`src/rtl/spi_mem_port.sv`:
```
// spi_mem_port: SPI slave bridging a cmd/addr/data serial stream onto a simple memory port.
module spi_mem_port #(
  parameter int AW = 8,
  parameter int DW = 8
) (
  input  logic          clk,
  input  logic          reset_flag,
  input  logic          sel,
  input  logic          rising,
  input  logic          falling,
  input  logic          si,
  output logic          so,
  output logic          we,
  output logic [DW-1:0] wr_data,
  output logic          rd_en,
  input  logic [DW-1:0] rd_data,
  output logic [AW-1:0] addr,
  output logic          mode_wr
);
  localparam int RW = (AW > DW ? AW : DW) > 8 ? (AW > DW ? AW : DW) : 8;
  typedef enum logic [1:0] {CMD, ADDR, WRITE, READ} state_t;
  state_t state, state_n;
  logic [5:0] cnt, len;
  logic [RW-2:0] rx;
  logic [RW-1:0] rx_n;
  logic [DW-1:0] tx;
  logic rise, fall, done, fresh, rd_req, rd_pend;
  assign rise = sel & rising;
  assign fall = sel & falling & ~rising;
  assign rx_n = {rx, si};
  assign so = (state == READ) & tx[DW-1];
  always_comb begin
    len = state == CMD ? 6'd8 : state == ADDR ? 6'(AW) : 6'(DW);
    done = rise && cnt == len - 6'd1;
    state_n = !done ? state : state == CMD ? ADDR : state == ADDR ? (mode_wr ? WRITE : READ) : state;
  end
  always_ff @(posedge clk)
    if (reset_flag) state <= CMD;
    else state <= state_n;
  always_ff @(posedge clk)
    if (reset_flag) begin
      cnt <= '0;
      rx <= '0;
      addr <= '0;
      we <= 1'b0;
      rd_en <= 1'b0;
      rd_req <= 1'b0;
      rd_pend <= 1'b0;
      wr_data <= '0;
      tx <= '0;
      fresh <= 1'b0;
      mode_wr <= 1'b0;
    end else begin
      we <= 1'b0;
      rd_req <= done && ((state == ADDR && !mode_wr) || state == READ);
      rd_en <= rd_req;
      rd_pend <= rd_en;
      if (rise) begin
        rx <= rx_n[RW-2:0];
        cnt <= done ? '0 : cnt + 6'd1;
      end
      if (done && state == CMD) mode_wr <= rx_n[7];
      if (done && state == ADDR) addr <= rx_n[AW-1:0];
      if ((done && state == READ) || we) addr <= addr + AW'(1);
      if (done && state == WRITE) begin
        we <= 1'b1;
        wr_data <= rx_n[DW-1:0];
      end
      // the first falling after a load keeps the MSB on so for the master's next rising
      if (rd_pend) begin
        tx <= rd_data;
        fresh <= 1'b1;
      end else if (fall && state == READ) begin
        if (fresh) fresh <= 1'b0;
        else tx <= tx << 1;
      end
    end
endmodule

```
`config.mk`:
```
export PLATFORM = sky130hd
export DESIGN_NAME = spi_mem_port
export DESIGN_NICKNAME = d
export VERILOG_FILES = /design/src/rtl/spi_mem_port.sv
export SDC_FILE = /design/constraint.sdc
export NUM_CORES = 1
export LEC_CHECK = 0
export CORE_UTILIZATION = 30
export CTS_CLUSTER_DIAMETER = 60
export CTS_CLUSTER_SIZE = 8
export DETAILED_ROUTE_END_ITERATION = 16
export PLACE_DENSITY = 0.59
export SETUP_SLACK_MARGIN = 0.3
export SKIP_CTS_REPAIR_TIMING = 1
export SLEW_MARGIN = 20
export SYNTH_ARGS = -nofsm -noshare
export SYNTH_HDL_FRONTEND = slang
export SYNTH_SLANG_ARGS = --single-unit
```
`constraint.sdc`:
```
create_clock -name clk -period 3.6 [get_ports clk]
set_input_delay 0.72 -clock clk [delete_from_list [all_inputs] [get_ports clk]]
set_output_delay 0.72 -clock clk [all_outputs]
set_load 0.1 [all_outputs]
```
Yosys cells after proc, flatten, opt, wreduce, memory -nomap -nowiden --
Cells that the tools add are included.
Word-level totals: register bits 45, bits in latches 0, memory bits (writable) 0, ROM bits 0, input port bits 14, output and inout port bits 20, logic and storage cells 53, memories 0
Cells by class: $add $sub $neg 2, multiply operators 0, div/mod/pow operators 0, order comparisons 0, eq/ne operators 5, shift-type cells 0, mux-type cells 12, bitwise logic cells 5, reduce and logical (&&, ||, !) cells 17
Operators by type and width (count):
- 8-bit 2-to-1 mux | 5
- 8-bit by 1-bit adder with 8-bit output (second input constant) | 1
- 1-bit logical AND | 8
- 6-bit by 1-bit adder with 6-bit output (second input constant) | 1
- 6-bit by 3-bit == test with 1-bit output (second input constant) | 1
- 6-bit 2-to-1 mux | 1
- 2-bit nonzero test | 3
- 1-bit bitwise AND | 4
- 2-bit == test (second input constant) | 2
- 1-bit 2-to-1 mux | 4
- 2-bit 2-to-1 mux | 2
- 2-bit AND reduction | 2
- 2-bit by 1-bit == test with 1-bit output (second input constant) | 1
- 2-bit zero test | 1
- 1-bit logical OR | 2
- 2-bit by 1-bit != test with 1-bit output (second input constant) | 1
- 1-bit zero test | 1
- 1-bit NOT | 1

Logic depth before layout (Yosys ltp) --
Gate-level depths: netlist (run 1).
word-level depth 5, gate-level depth with buffers 6, depth with buffers taken out 5

Least setup slack after synthesis (run 1) --
OpenSTA, ideal clock, no wires.
path kind in2reg, from input port rising, to register wr_data[0], library setup time 0.128 ns, arrival 1.894 ns, required time 3.472 ns, setup slack 1.578 ns, cell stages on the path 6, buffers on the path 2, cell sequence buf_4 > nand4_2 > or4_1 > buf_4 > mux2i_1 > nor2_1
On the way: cells in the longest elaborated chain, start to end 3
Ends and longest elaborated chain:
- from (decl) | line 9 | input logic rising,
- 1-bit bitwise AND | line 28 | assign rise = sel & rising;
- 1-bit logical AND | line 34 | done = rise && cnt == len - 6'd1;
- 1-bit logical AND | line 65 | if (done && state == WRITE) begin
- to (signal assigned) | line 67 | wr_data <= rx_n[DW-1:0];
- to (decl) | line 14 | output logic [DW-1:0] wr_data,
Every way passes these cells. A chain may end at the register's enable or synchronous reset.

Worst setup path in the final report (run 1) --
from register addr[2], to output port addr[2]
RTL lines:
- from (decl) | line 17 | output logic [AW-1:0] addr,
- from (signal assigned) | line 63 | if (done && state == ADDR) addr <= rx_n[AW-1:0];
- from (signal assigned) | line 64 | if ((done && state == READ) || we) addr <= addr + AW'(1);
No word-level cell between the ends.

==> results.yml, run 1 <==
yosys:
  synth_nets: 244
  synthTopCellsByArea: "dfxtp_1, mux2i_1, nand2_1, nor2_1, a21oi_1"
  synth-edff-count: 0
  synth_seq_cells: 45
  ys.flop_type: "dfxtp_1"
  yosys_warnings: 0
  netlist.top_cell.by_area: "dfxtp_1"
  synth_area_per_cell_sq_um: 8.94
  synth_top_area_frac: 0.442
  synth_area_sq_mm: 0.00204
  async_flop_share: 0
  seq_area_frac_synth: 0.442
  synthCells: 228
  synthDistinctLibCells: 42
global_routing:
  globalRouteTotalUtil: 0.141
  grt_pass1_wl_microns: 8010
  grt-ovfl-total: 0
  first_global_vias: 1635
  grt_max_degree: 22
  antenna_found_initial: 0
floorplanning:
  dieArea_sq_mm: 0.00713
  start_util: 0.316
  pin_count: 34
  core_area_sq_mm: 0.00646
  rows: 29
  die_h_microns: 84.4
  chipWidth_microns: 84.4
critical_path:
  crit_chain: "clkdlybuf4s50_1"
  cp_max_fo: 7
  end_kind: "primary output"
  critPathSlowestCell: "clkdlybuf4s50_1"
  worst-path-buf-inv: 1
  cp_top_family: "buffers and inverters"
  cp-start-kind: "register"
  worstPathArrival_ns: 1.94
  crit_required_ns: 2.88
  max_stage_delay_ns: 1.18
  critPathKind: "register to primary output"
routing:
  route.detailed.drc: 4
  drt_iter0_markers: 119
  drtPass1Iterations: 10
  via_per_inst: 5.21
  route.vias.total: 1751
  wirelength_microns: 4690
  antenna_left: 0
  wl_per_cell_microns: 14.0
status:
  status: "complete, but fails checks"
  violations: "DRC"
timing:
  worst_pin_slew_ns: 0.978
  slew_headroom: 0.346
  finalSetupViolations: 0
  setup_ws_ns: 0.941
  max_freq_mhz: 376
  timing.final.crit_share: 0.739
  hold_viol: 0
  holdWs_ns: 0.453
  fin_crit_ns: 2.66
  final.setup.tns_ns: 0
  rsz0062_at_grt: "false"
  slew_violations: 0
  skew_ns: 0.00783
clock_tree:
  numCtsBuffers: 5
  htree_levels: 2
  cts_root_buffer: "clkbuf_8"
  cts_tree: "done"
  worstSkewPairLatency_ns: 0.31
  cts.reportedPaths.clkPinSlew_ns: 0.09
  clk_path_buf_depth: 2
  cts.sinks: 45
placed_design:
  place_congestion: 0.771
  place_hpwl_microns: 3280
  dpl_worst_slack_ns: 0.742
  port-buffer-count: 33
final_layout:
  synthToLayoutAreaGrowth_pct: 22.9
  drive_above_1_share: 0.0811
  fill_cells: 678
  final_common_cell: "dfxtp_1"
  regArea_sq_um: 901
  multi_input_area_sq_mm: 0.00107
  final_nets: 274
  layout_common_cells: "dfxtp_1, clkdlybuf4s50_1, nand2_1, nor2_1, a21oi_1"
  n_antenna_cell: 0
pwr:
  p_sw_w: 0.000203
  p_leak_nw: 0.859
  ir_worst_vdd_mv: 0.174
  clkPwrFrac: 0.374
  p_comb_frac: 0.041
  p_int_w: 0.000653
  switching_share: 0.238
  p_seq_frac: 0.585
  p_total_w: 0.000856
  p_per_area_mw_per_mm2: 342
worst_hold_path:
  hold_path.class: "register to register"
job:
  drv_cap: 0
-- area by class of cell --
class | count | share of cell area
Multi-Input combinational cell | 168 | 0.427
Sequential cell | 45 | 0.360
Timing Repair Buffer | 35 | 0.136
Tap cell | 77 | 0.0385
Clock buffer | 6 | 0.0290
Clock inverter | 2 | 0.00599
Inverter | 3 | 0.00450
-- path summary, 6_finish.rpt --
check / startpoint / to / slack, ns / depth (start not counted)
min: rd_req / rd_en / 0.45 / 1
max reg2reg: state[1] / wr_data[3] / 1.58 / 4
min reg2reg: rd_req / rd_en / 0.45 / 1
max: addr[2] / addr[2] / 0.94 / 1
-- per-layer routing --
layer  wire, microns  vias to the layer above  GRT usage
met5               0                        -          0
met1            2430                      809      0.196
met2            1930                       43      0.209
met3             225                        9     0.0315
met4             107                        0     0.0616
li1                -                      890          -
-- cell families after synthesis --
family,Yosys count,synth area share
mux,17,0.0835
compound gates,49,0.152
buf+inv,15,0.0338
xor+xnor,5,0.0215
flops,45,0.442
fa+ha+maj,2,0.0123
simple gates,95,0.255
-- synth_stat cells (5+ instances only) --
cell type   n
a21oi_1    18
clkbuf_1    8
nor4_1      6
nand2_1    26
nor2_1     25
mux2i_1    17
a211oi_1    9
dfxtp_1    45
nand4_1     5
o21ai_0     6
nor3_1      8
-- registers in the layout, indices dropped and copies added, names as in the netlist --
signal,flops
rd_req,1
state,2
we,1
mode_wr,1
rx,7
rd_pend,1
cnt,6
wr_data,8
rd_en,1
fresh,1
tx,8
addr,8
-- power groups by stage --
| stage | combinational, W | sequential, W | clock [W] |
|---|---|---|---|
| floorplan | 0.0000150 | 0.000512 | 0 |
| global placement | 0.0000345 | 0.000513 | 0 |
| detailed placement | 0.0000349 | 0.000513 | 0 |
| CTS | 0.0000349 | 0.000501 | 0.000330 |
| global route | 0.0000381 | 0.000502 | 0.000353 |
| finish | 0.0000347 | 0.000501 | 0.000320 |
-- per-stage QoR --
step	area, sq um	utilization	std cells
after floorplan	2040	-	228
after CTS	2500	0.388	336
final	2500	0.388	336
after global placement	2420	0.374	328
after detailed placement	2420	0.374	328
after global routing	2500	0.388	336
Note: power is estimated with default switching activity, not from simulation.
==> run 2: changes to the inputs <==
--- a/config.mk
+++ b/config.mk
@@ -9,7 +9,7 @@
 export CTS_CLUSTER_DIAMETER = 60
 export CTS_CLUSTER_SIZE = 8
 export DETAILED_ROUTE_END_ITERATION = 16
-export PLACE_DENSITY = 0.59
+export PLACE_DENSITY = 0.61
 export SETUP_SLACK_MARGIN = 0.3
 export SKIP_CTS_REPAIR_TIMING = 1
 export SLEW_MARGIN = 20
==> constraint.sdc (replaced) <==
create_clock -name clk -period 2.4 [get_ports clk]
set_input_delay 0.48 -clock clk [delete_from_list [all_inputs] [get_ports clk]]
set_output_delay 0.48 -clock clk [all_outputs]
set_load 0.1 [all_outputs]
==> run 2 against run 1 <==
- the run still ends with DRC left
- first-iteration DRC count is 32% lower
- register-to-register slack worse by 1.0 ns
- utilization up 1.1 points
- wire length down 2.0%
- total power rose by 64%
- die area unchanged
- clock power grew 87%
- non-clock buffer count rose by 10
- clock skew grew 0.0048 ns
- critical path type is now register to register
==> results.yml, run 2 (synthesis results as in run 1) <==
status:
  status: "complete, but fails checks"
  violations: "DRC"
clock_tree:
  numCtsBuffers: 5
  cts_root_buffer: "clkbuf_8"
  cts_tree: "done"
  cts.reportedPaths.clkPinSlew_ns: 0.10
  worstSkewPairLatency_ns: 0.30
  htree_levels: 2
  cts.sinks: 45
  clk_path_buf_depth: 2
final_layout:
  final_nets: 284
  fill_cells: 661
  synthToLayoutAreaGrowth_pct: 26.4
  layout_common_cells: "dfxtp_1, buf_4, nand2_1, nor2_1, a21oi_1"
  top_regs: "addr x8, tx x8, wr_data x8"
  final_cells: 346
  drive_above_1_share: 0.186
  n_antenna_cell: 0
  final_common_cell: "dfxtp_1"
timing:
  rsz0062_at_grt: "false"
  timing.final.crit_share: 0.772
  worst_pin_slew_ns: 0.449
  skew_ns: 0.0126
  final.setup.tns_ns: 0
  hold_viol: 0
  finalSetupViolations: 0
  setup_ws_ns: 0.546
  slew_violations: 0
  max_freq_mhz: 539
  slew_headroom: 0.700
  holdWs_ns: 0.448
  fin_crit_ns: 1.85
floorplanning:
  die_h_microns: 84.4
  rows: 29
  pin_count: 34
  dieArea_sq_mm: 0.00713
  chipWidth_microns: 84.4
  start_util: 0.316
  core_area_sq_mm: 0.00646
critical_path:
  end_kind: "register"
  worstPathArrival_ns: 2.05
  cp-start-kind: "register"
  critPathKind: "register to register"
  cp_max_fo: 11
  crit_required_ns: 2.59
routing:
  drtPass1Iterations: 10
  route.detailed.drc: 2
  wl_per_cell_microns: 13.3
  via_per_inst: 5.03
  drt_iter0_markers: 81
  antenna_left: 0
  wirelength_microns: 4600
  route.vias.total: 1740
placed_design:
  port-buffer-count: 33
  place_inst: 338
  dpl_worst_slack_ns: 0.227
  place_hpwl_microns: 3350
  place_congestion: 0.823
global_routing:
  first_global_vias: 1691
  globalRouteTotalUtil: 0.138
  grt-ovfl-total: 0
  grt_pass1_wl_microns: 7880
  grt_max_degree: 28
  antenna_found_initial: 0
pwr:
  p_per_area_mw_per_mm2: 546
  ir_worst_vdd_mv: 0.215
  p_leak_nw: 0.967
  p_total_w: 0.00141
worst_hold_path:
  hold_path.class: "register to register"
job:
  drv_cap: 0
run 2: cell types whose count changed in the layout (fill, tap and decap cells not counted), sizes merged:
| cell | previous run | this run |
|---|---|---|
| buf | 4 | 32 |
| clkdlybuf4s50 | 31 | 13 |
| clkinvlp | 2 | 0 |
| inv | 3 | 5 |
| bufinv | 0 | 1 |
| clkbuf | 6 | 5 |
run 2: metrics by stage:
step	util	area (sq um)
after floorplan	-	2040
after global placement	0.381	2460
after detailed placement	0.381	2460
after CTS	0.399	2580
after global routing	0.399	2580
final	0.399	2580
run 2: metal layers:
| metal | GRT usage | routed length (microns) | vias up | part of all wire |
|---|---|---|---|---|
| li1 | - | - | 909 | - |
| met1 | 0.178 | 2300 | 796 | 0.50 |
| met2 | 0.224 | 2070 | 30 | 0.45 |
| met3 | 0.0334 | 162 | 5 | 0.035 |
| met4 | 0.0539 | 68 | 0 | 0.015 |
| met5 | 0 | 0 | - | 0 |
run 2: worst max-delay path: stages (launching register included):
cell	delay, ns
dfxtp_1	0.56
inv_1	0.23
or4_1	0.55
buf_4	0.20
mux2i_1	0.15
nor2_1	0.06
run 2: cell type report:
cell class / instances / area (sq um) / share of cell area
inverter: 3 / 11.3 / 0.00437
sequential: 45 / 901 / 0.350
clock inverter: 3 / 47.5 / 0.0185
timing repair buffer: 45 / 383 / 0.149
clock buffer: 5 / 68.8 / 0.0267
tap: 77 / 96.3 / 0.0374
multi-input combinational: 168 / 1070 / 0.415
run 2: worst paths after layout:
kind,slack (ns),endpoint,cells after the start,start
hold / removal,0.45,rd_en,1,rd_req
hold reg to reg,0.45,rd_en,1,rd_req
setup / recovery,0.55,wr_data[3],5,state[1]
setup reg to reg,0.55,wr_data[3],5,state[1]
run 2: where the power goes:
part	total (W)	leakage (nW)	internal, W	switching (W)
sequential	0.000751	0.363	0.000749	0.00000270
combinational	0.0000551	0.545	0.0000276	0.0000274
clock	0.000600	0.0591	0.000318	0.000282
==> run 3: changes to the inputs <==
==> constraint.sdc (replaced) <==
create_clock -name clk -period 1.7 [get_ports clk]
set_input_delay 0.34 -clock clk [delete_from_list [all_inputs] [get_ports clk]]
set_output_delay 0.34 -clock clk [all_outputs]
set_load 0.1 [all_outputs]
==> run 3 against run 2 <==
- the flow still finishes with violations (DRC)
- clock skew fell by 0.0044 ns
- clock power rose by 15%
- maximum frequency rose by 14%
- via count rose by 8.0%
- final area rose by 25%
- largest cell class unchanged
- die area did not move
- combinational power rose by 80%
- critical path depth fell by 1
- largest power group unchanged
- register-to-register slack got worse by 0.48 ns
- final cell count rose by 6.4%
- flip-flop and latch count did not move
==> results.yml, run 3 (synthesis results as in run 1) <==
status:
  violations: "DRC"
  status: "complete, but fails checks"
timing:
  rsz0062_at_grt: "true"
  slew_headroom: 0.723
  skew_ns: 0.00823
  worst_pin_slew_ns: 0.416
  hold_viol: 0
  final.setup.tns_ns: 0
  holdWs_ns: 0.443
  fin_crit_ns: 1.63
  slew_violations: 0
  finalSetupViolations: 0
  timing.final.crit_share: 0.961
  max_freq_mhz: 612
routing:
  drtPass1Iterations: 11
  route.vias.total: 1879
  antenna_left: 0
  drt_iter0_markers: 129
  wirelength_microns: 5250
  via_per_inst: 5.11
  wl_per_cell_microns: 14.3
  route.detailed.drc: 2
clock_tree:
  clk_path_buf_depth: 2
  worstSkewPairLatency_ns: 0.31
  numCtsBuffers: 5
  cts.reportedPaths.clkPinSlew_ns: 0.09
  cts_root_buffer: "clkbuf_8"
  cts.sinks: 45
  htree_levels: 2
  cts_tree: "done"
critical_path:
  end_kind: "register"
  crit_required_ns: 1.91
  cp-startpoint: "cnt[3]"
  timing.rr.end: "wr_data[1]"
  worstPathArrival_ns: 1.84
  cp-start-kind: "register"
  cp_max_fo: 7
  r2r_cells: 4
  rr_startpoint: "cnt[3]"
  critPathKind: "register to register"
  reg2reg_slack_ns: 0.07
final_layout:
  multi_input_area_sq_mm: 0.00125
  drive_above_1_share: 0.371
  regArea_sq_um: 937
  layout_common_cells: "dfxtp_1, nand2_1, nor2_1, buf_4, buf_12"
  final_nets: 306
  top_regs: "addr x8, tx x8, wr_data x8"
  final_core_util: 0.498
  final_common_cell: "dfxtp_1"
  synthToLayoutAreaGrowth_pct: 57.7
  fill_cells: 587
  final_cells: 368
  n_antenna_cell: 0
floorplanning:
  rows: 29
  core_area_sq_mm: 0.00646
  pin_count: 34
  start_util: 0.316
  dieArea_sq_mm: 0.00713
  die_h_microns: 84.4
  chipWidth_microns: 84.4
pwr:
  p_comb_frac: 0.054
  switching_share: 0.243
  p_leak_nw: 1.20
  p_per_area_mw_per_mm2: 572
  p_total_w: 0.00184
  clkPwrFrac: 0.374
  p_int_w: 0.00139
  p_seq_frac: 0.572
  p_sw_w: 0.000447
  ir_worst_vdd_mv: 0.290
worst_hold_path:
  min_from: "rd_req"
  hold_end: "rd_en"
  hold_path.class: "register to register"
  whs_path_depth: 1
placed_design:
  place_congestion: 0.790
  port-buffer-count: 33
  place_inst: 352
  place_hpwl_microns: 3610
job:
  drv_cap: 0
global_routing:
  antenna_found_initial: 0
  globalRouteTotalUtil: 0.143
  grt_max_degree: 23
  first_global_vias: 1726
  grt_pass1_wl_microns: 8220
  grt-ovfl-total: 0
run 3: cell count changes in the layout (fill, tap and decap cells not counted), sizes merged:
cell,delta
clkdlybuf4s50,-2
or4,+1
bufinv,-1
buf,+21
clkinv,+1
dlymetal6s2s,+2
run 3: worst max-delay path, cell delays in order (launching register included):
cell,delay (ns)
dfxtp_4,0.38
or3_4,0.41
or4_4,0.50
mux2i_1,0.18
nor2_1,0.06
run 3: layout make-up:
type	instances	area share
multi-input combinational	169	0.388
inverter	3	0.00350
clock buffer	5	0.0214
sequential	45	0.292
clock inverter	3	0.00623
tap	77	0.0300
timing repair buffer	66	0.259
run 3: metal layers:
metal | track usage | vias up | wire length, microns
li1 | - | 960 | -
met1 | 0.202 | 869 | 2500
met2 | 0.220 | 44 | 2450
met3 | 0.0305 | 6 | 225
met4 | 0.0416 | 0 | 70
met5 | 0 | - | 0
run 3: worst max path at each step:
stage | endpoint | cells after the start
after CTS | wr_data[4] | 6
after detailed placement | wr_data[4] | 6
after floorplan | wr_data[0] | 5
after global placement | wr_data[3] | 6
after global routing | wr_data[3] | 4
final | wr_data[1] | 4
run 3: power groups by stage:
| stage | clock network, W | logic [W] | registers [W] |
|---|---|---|---|
| finish | 0.000688 | 0.0000990 | 0.00105 |
| global route | 0.000744 | 0.000108 | 0.00105 |
| CTS | 0.000699 | 0.0000948 | 0.00106 |
| detailed placement | 0 | 0.0000944 | 0.00108 |
| global placement | 0 | 0.0000936 | 0.00108 |
| floorplan | 0 | 0.0000335 | 0.00108 |
run 3: stage by stage:
| step | area (sq um) | worst slack, ns |
|---|---|---|
| 2_1_floorplan | 2140 | 0.0894 |
| 3_3_place_gp | 2900 | -0.343 |
| 3_5_place_dp | 2900 | -0.361 |
| 4_1_cts | 2990 | -0.0468 |
| 5_1_grt | 3210 | 0.00394 |
| 6_report | 3210 | 0.0670 |
